<file path="src/rtl/icache_def.sv">
// Shared cache/memory interface types plus the memory-arbiter state encodings.
// Pure declarations, no logic, no latency.
// Backpressure is carried in the ready bit of mem_data_type.
package icache_def;

   // Request from a cache controller to main memory.
   typedef struct packed {
      logic [15:0] addr;
      logic [63:0] data;
      logic        rw;
      logic        valid;
   } mem_req_type;

   // Response from main memory to a cache controller.
   typedef struct packed {
      logic [63:0] data;
      logic        ready;
   } mem_data_type;

   // Arbiter ownership of the memory port.
   typedef enum logic [1:0] {
      IDLE   = 2'd0,
      BUSY_I = 2'd1,
      BUSY_D = 2'd2
   } arb_state_t;

   // Identity of a requester, used for the round-robin pointer.
   typedef enum logic {
      REQ_I = 1'b0,
      REQ_D = 1'b1
   } requester_t;

   // Width of the arbiter watchdog counter.
   localparam int unsigned WDOG_W = 8;

endpackage

</file>
<file path="src/rtl/mem_arbiter.sv">
// Round-robin arbiter sharing one main-memory port between I-cache and D-cache.
// Grant takes one edge; request and response steering are combinational while granted.
// Non-granted side waits holding its request; a hung grant is aborted by the watchdog.
module mem_arbiter
   import icache_def::*;
#(
   parameter int unsigned TIMEOUT = 64
) (
   input  logic         clk,
   input  logic         rst,
   input  mem_req_type  ic_req,
   input  mem_req_type  dc_req,
   input  mem_data_type mem_res,
   output mem_req_type  mem_req,
   output mem_data_type ic_res,
   output mem_data_type dc_res,
   output logic         busy,
   output logic         timeout_err
);

   // Last watchdog value before abort; TIMEOUT busy cycles in total.
   localparam logic [WDOG_W-1:0] WDOG_LAST = WDOG_W'(TIMEOUT - 1);

   arb_state_t        r_state;
   requester_t        r_last_grant;
   logic [WDOG_W-1:0] r_wdog;
   logic              r_timeout_err;

   mem_req_type       w_gnt_req;
   requester_t        w_owner;
   logic              w_end;

   // Owner of the current grant and its request as seen by the FSM.
   always_comb begin
      w_owner   = (r_state == BUSY_D) ? REQ_D : REQ_I;
      w_gnt_req = (r_state == BUSY_D) ? dc_req : ic_req;
      // Ready takes precedence over a requester dropping valid in the same cycle.
      w_end     = mem_res.ready || !w_gnt_req.valid;
   end

   // Grant FSM with round-robin pointer and watchdog.
   always_ff @(posedge clk or negedge rst) begin
      if (!rst) begin
         r_state       <= IDLE;
         r_last_grant  <= REQ_D;
         r_wdog        <= '0;
         r_timeout_err <= 1'b0;
      end else begin
         case (r_state)
            IDLE: begin
               r_wdog <= '0;
               // A tie goes to the side that did not own the previous grant.
               if (ic_req.valid && (!dc_req.valid || (r_last_grant == REQ_D))) begin
                  r_state <= BUSY_I;
               end else if (dc_req.valid) begin
                  r_state <= BUSY_D;
               end
            end
            BUSY_I, BUSY_D: begin
               if (w_end) begin
                  r_state      <= IDLE;
                  r_last_grant <= w_owner;
                  r_wdog       <= '0;
               end else if (r_wdog == WDOG_LAST) begin
                  // Hung transaction: release the port and leave a sticky flag.
                  r_state       <= IDLE;
                  r_last_grant  <= w_owner;
                  r_wdog        <= '0;
                  r_timeout_err <= 1'b1;
               end else begin
                  r_wdog <= r_wdog + 1'b1;
               end
            end
            default: begin
               r_state <= IDLE;
               r_wdog  <= '0;
            end
         endcase
      end
   end

   // Steer the granted request to memory and the memory response to its owner.
   always_comb begin
      mem_req = '0;
      ic_res  = '0;
      dc_res  = '0;
      case (r_state)
         BUSY_I: begin
            mem_req = ic_req;
            ic_res  = mem_res;
         end
         BUSY_D: begin
            mem_req = dc_req;
            dc_res  = mem_res;
         end
         default: begin
            mem_req = '0;
         end
      endcase
   end

   assign busy        = (r_state != IDLE);
   assign timeout_err = r_timeout_err;

endmodule

</file>
<file path="config.mk">
export PLATFORM = sky130hd
export DESIGN_NAME = mem_arbiter
export DESIGN_NICKNAME = d
export VERILOG_FILES = /design/src/rtl/icache_def.sv /design/src/rtl/mem_arbiter.sv
export SDC_FILE = /design/constraint.sdc
export NUM_CORES = 1
export LEC_CHECK = 0
export ABC_CLOCK_PERIOD_IN_PS = 4500
export CELL_PAD_IN_SITES_DETAIL_PLACEMENT = 0
export CELL_PAD_IN_SITES_GLOBAL_PLACEMENT = 1
export CORE_AREA = 4 4 169 171
export CTS_CLUSTER_SIZE = 14
export DETAILED_ROUTE_END_ITERATION = 16
export DIE_AREA = 0 0 173 175
export GPL_ROUTABILITY_DRIVEN = 0
export HOLD_SLACK_MARGIN = 0.12
export PLACE_DENSITY = 0.75
export SLEW_MARGIN = 25
export SYNTH_ARGS = -nofsm -noshare
export SYNTH_HDL_FRONTEND = slang
export SYNTH_SLANG_ARGS = --single-unit
</file>
<file path="constraint.sdc">
create_clock -name clk -period 4.5 [get_ports clk]
set_clock_uncertainty 0.2 [all_clocks]
set_input_delay 0.9 -clock clk [delete_from_list [all_inputs] [get_ports clk]]
set_output_delay 0.9 -clock clk [all_outputs]
set_load 0.02 [all_outputs]
</file>
# Word level (Yosys, flattened, before mapping)
# Cells that the tools add are included.
# classes
add_sub_neg	1
mul	0
n_div	0
order_cmp	0
eq_ne	5
shifts	0
muxes	15
bitwise	1
n_reduce_logical	12
# op_table
operator	n
$pmux W82 S2	1
$mux W65	2
$mux W8	3
$add A8 B1 Y8 const B	1
$eq A8 B6 Y1 const B	1
$mux W2	4
$ne A3 B3 Y1 const B	2
$mux W1	4
$pmux W2 S2	1
$reduce_and A2 Y1	2
$reduce_bool A2 Y1	2
$reduce_and A3 Y1	1
$eq A2 B1 Y1 const B	1
$eq A2 B2 Y1 const B	1
$logic_not A1 Y1	2
$logic_not A2 Y1	1
$logic_or A1 B1 Y1	2
$reduce_or A2 Y1	1
$logic_and A1 B1 Y1	1
$not A1 Y1	1
# totals
register_bits	12
latchBits	0
ram_bits	0
rom_bits	0
input_bits	231
out_inout_bits	214
elab_cells	38
n_memories	0

# Depth between registers and ports, before layout
# Gate-level depths: netlist of run 1.
# depth
word_depth	6
depth_mapped	6
ltp_nobuf	6

# Worst setup path after synthesis of run 1
# OpenSTA, ideal clock, no wires.
# synth_timing
kind	register to output
startpoint	register r_state[1]
endpoint	output mem_req[15] in the netlist's numbering
arrival_ns	1.549
required_ns	3.400
path_slack_ns	1.851
stages_incl_launch_ff	7
path_buffers	2
path_cell_list	dfrtp_1 -> inv_1 -> ha_1 -> clkbuf_1 -> clkbuf_1 -> a22oi_1 -> nor2_1
# synth_rtl
item	line_no	source
from (decl)	mem_arbiter.sv:24	arb_state_t r_state;
from (signal assigned)	mem_arbiter.sv:44	r_state <= IDLE;
from (signal assigned)	mem_arbiter.sv:54	r_state <= BUSY_I;
from (signal assigned)	mem_arbiter.sv:56	r_state <= BUSY_D;
to (decl)	mem_arbiter.sv:14	output mem_req_type mem_req,

==> summary.md, run 1 <==
| Metric | Value |
|---|---|
| Status | completed |
| Synth Cell Area | 2540 um2 |
| Crit path depth | 6 |
| GRT overflow | 0 |
| CTS sink count | 12 |
| Post-CTS Setup Inserts | 0 |
| Floorplan row count | 60 |
| Die W | 173 um |
| CTS tree | yes |
| DIE HEIGHT | 175 um |
| Cts bufs inserted | 3 |
| Final Power | 3.81 mW |
| Clk slew on worst S/H paths | 0.04 ns |
| Synth area leader | and2_1 |
| CP endpoint | mem_req[10] |
| CP startpoint | r_state[0]$_DFFE_PN0P_ |
| Multi-input combinational cell area | 2090 um2 |
| Nets@finish | 1050 |
| Critical Path RT | 3.40 ns |
| CP Max Fanout | 50 |
| Post-synth ARST share | 1.00 |
| CTS Root Cell | clkbuf_16 |
| Final TNS setup | 0 ns |
| Initial Util | 0.0946 |
| Critical hold path startpoint | timeout_err$_DFFE_PN0P_ |
| Routed WL per cell | 16.3 um |
| R2R Path Start | r_state[0]$_DFFE_PN0P_ |
| Core Region | 26900 um2 |
| Clock power share | 0.048 |
| Non-filler cells, final | 1157 |
| CTS Hold Bufs | 0 |
| Area fraction of the dominant cell type after synthesis | 0.322 |
| Routed via count | 4471 |
| Worst path max stage delay | 0.61 ns |
| WP buf/inv | 3 |
| Worst setup EP type | output port |
| Synth top area cells | and2_1 (32%), a22oi_1 (25%), nor2_1 (13%) |
| Commonest cells after routing, fill and taps aside | clkdlybuf4s50_1 (444), and2_1 (131), nor2_1 (90), a22oi_1 (83), dfrtp_1 (11) |
| Slew headroom | 0.579 |
| Power density over the cells | 508 nW/um2 |
| # H-tree levels | 1 |
| Hold Fails Final Rpt | 0 |
| Sequential area share after synthesis | 0.119 |
| Top delay family on crit path | buffers and inverters |
| Int Pwr | 1.87 mW |
| Reg2Reg Depth | 6 |
| Count of cell types in the netlist | 28 |
| Post-Place Cells | 1151 |
| Skew-Pair Late Insertion Delay | 0.24 ns |
| CP arrival | 2.59 ns |
| Number of detailed-route iterations in the first pass | 4 |
| CP Class | flop to output port |
| Share of layout cells above drive strength 1 | 0.0283 |
| RSZ-0062 raised after global routing | no |
| DRC viols | 0 |
| Total Die Area | 30300 um2 |
| Register share of total power | 0.037 |
| Slowest cell on crit path | clkdlybuf4s50_1 |
| Largest net degree at the start of global routing | 51 |
| Combinational Power Share | 0.915 |
| Flops & latches, synth | 12 |
| CTS resizes | 0 |
| Min-Delay Path Class | flop to flop |
| Tmin final | 3.69 ns |
| Number of global-route vias before repair | 4652 |
| Crit-path cells | inv_1 -> ha_4 -> buf_12 -> a22oi_1 -> nor2_1 -> clkdlybuf4s50_1 |
| VDD IR-drop max | 0.270 mV |
| First-pass GRT wire length | 27300 um |
| Seq. cell area | 302 um2 |
| Max Slew Vio Count | 0 |
| YS warnings | 0 |
| Worst-Margin Slew | 0.632 ns |
| Sw Share | 0.510 |
| Antenna-violating nets left | 0 |
| Leak | 2.73 nW |
| Ys flop type | dfrtp_1 |
| Mapped Cells | 397 |
| Average size of a mapped cell | 6.40 um2 |
| MaxCap Viol Count | 0 |
| Setup-violating endpoint count in the final report | 0 |
| Detail Placement HPWL | 15900 um |
| Max clock buf depth | 2 |
| Via density | 3.86 |
| Initial antenna violation count | 3 |
| Post-synth EDFFs | 0 |
| Port bufs | 444 |
| CP Launch Type | flop |
| Reg2Reg Setup Slack | 2.12 ns |
| Setup ws final | 0.814 ns |
| Crit share post-route | 0.819 |
| Num ports | 445 |
| Fillers | 2899 |
| Drt initial violations | 215 |
| Psw | 1.94 mW |
| Setup WS pre-CTS | 1.06 ns |
| Net count after synthesis | 632 |
| Routed WL | 18900 um |
| Gr usage total | 0.112 |
| Area growth, synth to finish | 196% |
| Commonest non-fill, non-tap cell in the layout | clkdlybuf4s50_1 |
| FMAX | 271 MHz |
| Reg-to-reg endpoint | r_state[1]$_DFFE_PN0P_ |
flip-flops by register name, indices dropped and copies added (netlist names):
signal / cells
r_last_grant: 1
timeout_err: 1
r_state: 2
r_wdog: 8
area by class of cell:
| cell class | count | share of cell area |
|---|---|---|
| Clock buffer | 4 | 0.0118 |
| Multi-Input combinational cell | 339 | 0.278 |
| Sequential cell | 12 | 0.0401 |
| Tap cell | 341 | 0.0568 |
| Timing Repair Buffer | 454 | 0.610 |
| Antenna cell | 2 | 0.000666 |
| Inverter | 5 | 0.00250 |
layer usage:
| layer | wire (um) | share of wire | GRT usage |
|---|---|---|---|
| met5 | 19 | 0.0010 | 0 |
| met2 | 9530 | 0.50 | 0.209 |
| met3 | 2020 | 0.11 | 0.0398 |
| met1 | 7100 | 0.38 | 0.122 |
| met4 | 213 | 0.011 | 0.0206 |
logic make-up after synthesis:
logic type / count (synthesis) / share of synthesized area
adder cells (fa/ha/maj): 4 / 0.0197
AND/OR/NAND/NOR: 238 / 0.500
XOR/XNOR: 5 / 0.0172
flip-flops: 12 / 0.119
AO/OA/AOI/OAI: 89 / 0.261
buffers and inverters: 46 / 0.0689
multiplexers: 3 / 0.0143
worst register-to-register path: cells and delay by family (launching register included):
kind            cells  cell delay, ns
mux                 1            0.44
fa+ha+maj           1            0.57
compound gates      2            0.32
flops               1            0.40
buf+inv             1            0.15
simple gates        1            0.19
worst min-delay path by stage:
stage / cells past startpoint / end
after floorplan: 1 / r_wdog[0]$_DFF_PN0_
after global placement: 1 / timeout_err$_DFFE_PN0P_
after detailed placement: 1 / timeout_err$_DFFE_PN0P_
after CTS: 1 / timeout_err$_DFFE_PN0P_
after global routing: 1 / timeout_err$_DFFE_PN0P_
final: 1 / timeout_err$_DFFE_PN0P_
cell usage after synthesis (all sizes together) (4+ instances only):
cell	n
a22oi	83
and2	131
and3	4
buf	6
clkbuf	35
dfrtp	11
ha	4
inv	5
nand2	4
nand3	5
nor2	90
xor2	4
power groups by stage:
stage	Clock, mW	Combinational (mW)	Sequential [mW]
2_1_floorplan	0	1.79	0.136
3_3_place_gp	0	3.53	0.143
3_5_place_dp	0	3.53	0.144
4_1_cts	0.186	3.54	0.142
5_1_grt	0.193	3.72	0.144
6_report	0.182	3.49	0.143
through the flow:
step                       util  hold slack (ns)  instance area, um2
after floorplan               -            0.267                2540
after global placement    0.276            0.242                7420
after detailed placement  0.276            0.249                7420
after CTS                 0.279            0.259                7510
after global routing      0.280            0.270                7510
final                     0.280            0.254                7510
No activity file was read; power rests on OpenSTA's default activity.
==> inputs of run 2 (changes only) <==
- ABC_CLOCK_PERIOD_IN_PS: 4500 -> 3800
- clock period: 4.5 -> 3.8 ns (I/O delays scaled with it)
==> run 2 against run 1 <==
Net effect: first-iteration DRC count down 20%; critical path depth did not move; power up 19%; sequential power grew 17%; sequential share of layout area about the same; largest cell class unchanged.
==> summary.md, run 2 (synthesis gave the netlist of run 1 again) <==
| Metric | Value |
|---|---|
| Status | completed |
| DRC viols | 0 |
| Setup-violating endpoint count in the final report | 0 |
| CTS tree | yes |
| Gr usage total | 0.109 |
| Skew-Pair Late Insertion Delay | 0.24 ns |
| Detail Placement HPWL | 15900 um |
| Port bufs | 444 |
| GRT overflow | 0 |
| Routed via count | 4493 |
| Power density over the cells | 600 nW/um2 |
| # H-tree levels | 1 |
| Max reg flops | 8 |
| RSZ-0062 raised after global routing | no |
| CTS resizes | 0 |
| Multi-input combinational cell area | 2090 um2 |
| ANT cells | 0 |
| Worst path max stage delay | 0.66 ns |
| Crit path depth | 6 |
| CP Launch Type | flop |
| FMAX | 298 MHz |
| MaxCap Viol Count | 0 |
| Max Slew Vio Count | 0 |
| CTS sink count | 12 |
| Area growth, synth to finish | 196% |
| Total Die Area | 30300 um2 |
| Worst-Margin Slew | 0.553 ns |
| CP arrival | 2.40 ns |
| Routed WL per cell | 16.0 um |
| Slowest cell on crit path | clkdlybuf4s50_1 |
| CP startpoint | r_state[0]$_DFFE_PN0P_ |
| Reg2Reg Depth | 7 |
| Number of global-route vias before repair | 4686 |
| Reg2Reg Setup Slack | 1.52 ns |
| Largest net degree at the start of global routing | 71 |
| CP Class | flop to output port |
| Clk slew on worst S/H paths | 0.04 ns |
| Num ports | 445 |
| Reg-to-reg endpoint | r_state[1]$_DFFE_PN0P_ |
| Max clock buf depth | 2 |
| Final TNS setup | 0 ns |
| CTS Hold Bufs | 0 |
| Fillers | 2926 |
| Core Region | 26900 um2 |
| Slew headroom | 0.630 |
| Die W | 173 um |
| Worst setup EP type | output port |
| WP buf/inv | 3 |
| Largest registers | r_wdog: 8 flops, r_state: 2 flops |
| Commonest non-fill, non-tap cell in the layout | clkdlybuf4s50_1 |
| VDD IR-drop max | 0.456 mV |
| Final Power | 4.52 mW |
| Share of layout cells above drive strength 1 | 0.0306 |
| Number of detailed-route iterations in the first pass | 4 |
| Biggest register | r_wdog |
| CP Max Fanout | 60 |
| Min-Delay Path Class | flop to flop |
| Antenna-violating nets left | 0 |
| Post-CTS Setup Inserts | 0 |
| Leak | 2.74 nW |
| Seq. cell area | 302 um2 |
| CTS Root Cell | clkbuf_16 |
| Commonest cells after routing, fill and taps aside | clkdlybuf4s50_1 (444), and2_1 (131), nor2_1 (90), a22oi_1 (83), dfrtp_1 (11) |
| Crit share post-route | 0.884 |
| Cts bufs inserted | 3 |
| R2R Path Start | r_state[0]$_DFFE_PN0P_ |
| Tmin final | 3.36 ns |
| Hold Fails Final Rpt | 0 |
| Critical Path RT | 2.84 ns |
| Crit-path cells | inv_1 -> ha_4 -> buf_12 -> a22oi_1 -> nor2_1 -> clkdlybuf4s50_1 |
| Top delay family on crit path | buffers and inverters |
| Initial antenna violation count | 1 |
| CP endpoint | mem_req[54] |
| Nets@finish | 1052 |
| Drt initial violations | 172 |
| Floorplan row count | 60 |
| Initial Util | 0.0946 |
| First-pass GRT wire length | 26700 um |
| Routed WL | 18600 um |
| DIE HEIGHT | 175 um |
| Via density | 3.88 |
==> run 2: cell count changes in the layout (fill, tap and decap cells not counted) <==
cell	change
buf_12	+1
buf_4	+1
diode_2	-2
==> run 2: worst min-delay path by stage <==
stage                                       start                 endpoint  slack (ns)  cells after the start
after floorplan                               rst   r_state[0]$_DFFE_PN0P_        0.26                      0
after global placement    timeout_err$_DFFE_PN0P_  timeout_err$_DFFE_PN0P_        0.24                      1
after detailed placement  timeout_err$_DFFE_PN0P_  timeout_err$_DFFE_PN0P_        0.25                      1
after CTS                 timeout_err$_DFFE_PN0P_  timeout_err$_DFFE_PN0P_        0.26                      1
after global routing      timeout_err$_DFFE_PN0P_  timeout_err$_DFFE_PN0P_        0.27                      1
final                     timeout_err$_DFFE_PN0P_  timeout_err$_DFFE_PN0P_        0.25                      1
==> run 2: power by group <==
part	total, mW	switching [mW]	internal, mW
Clock	0.210	0.0512	0.158
Combinational	4.15	2.22	1.93
Sequential	0.168	0.0187	0.150
==> run 2: cell type report <==
type                            count  share of cell area
Timing Repair Buffer              456               0.612
Tap cell                          341              0.0566
Inverter                            5             0.00249
Clock buffer                        4              0.0118
Multi-Input combinational cell    339               0.277
Sequential cell                    12              0.0400
==> run 2: stage by stage <==
step	cell area, um2	setup WS (ns)	util	hold WS [ns]	std cells
after floorplan	2540	1.29	-	0.264	397
after detailed placement	7450	0.619	0.277	0.250	1153
after CTS	7540	0.431	0.280	0.260	1157
after global placement	7450	0.641	0.277	0.242	1153
final	7540	0.440	0.280	0.254	1157
after global routing	7540	0.324	0.280	0.269	1157
==> run 2: routing by layer <==
metal / share of wire / vias up / track usage
met5: 0.00070 / - / 0
met4: 0.0018 / 2 / 0.00599
met3: 0.10 / 4 / 0.0389
met2: 0.51 / 271 / 0.211
met1: 0.38 / 2031 / 0.119
li1: - / 2185 / -
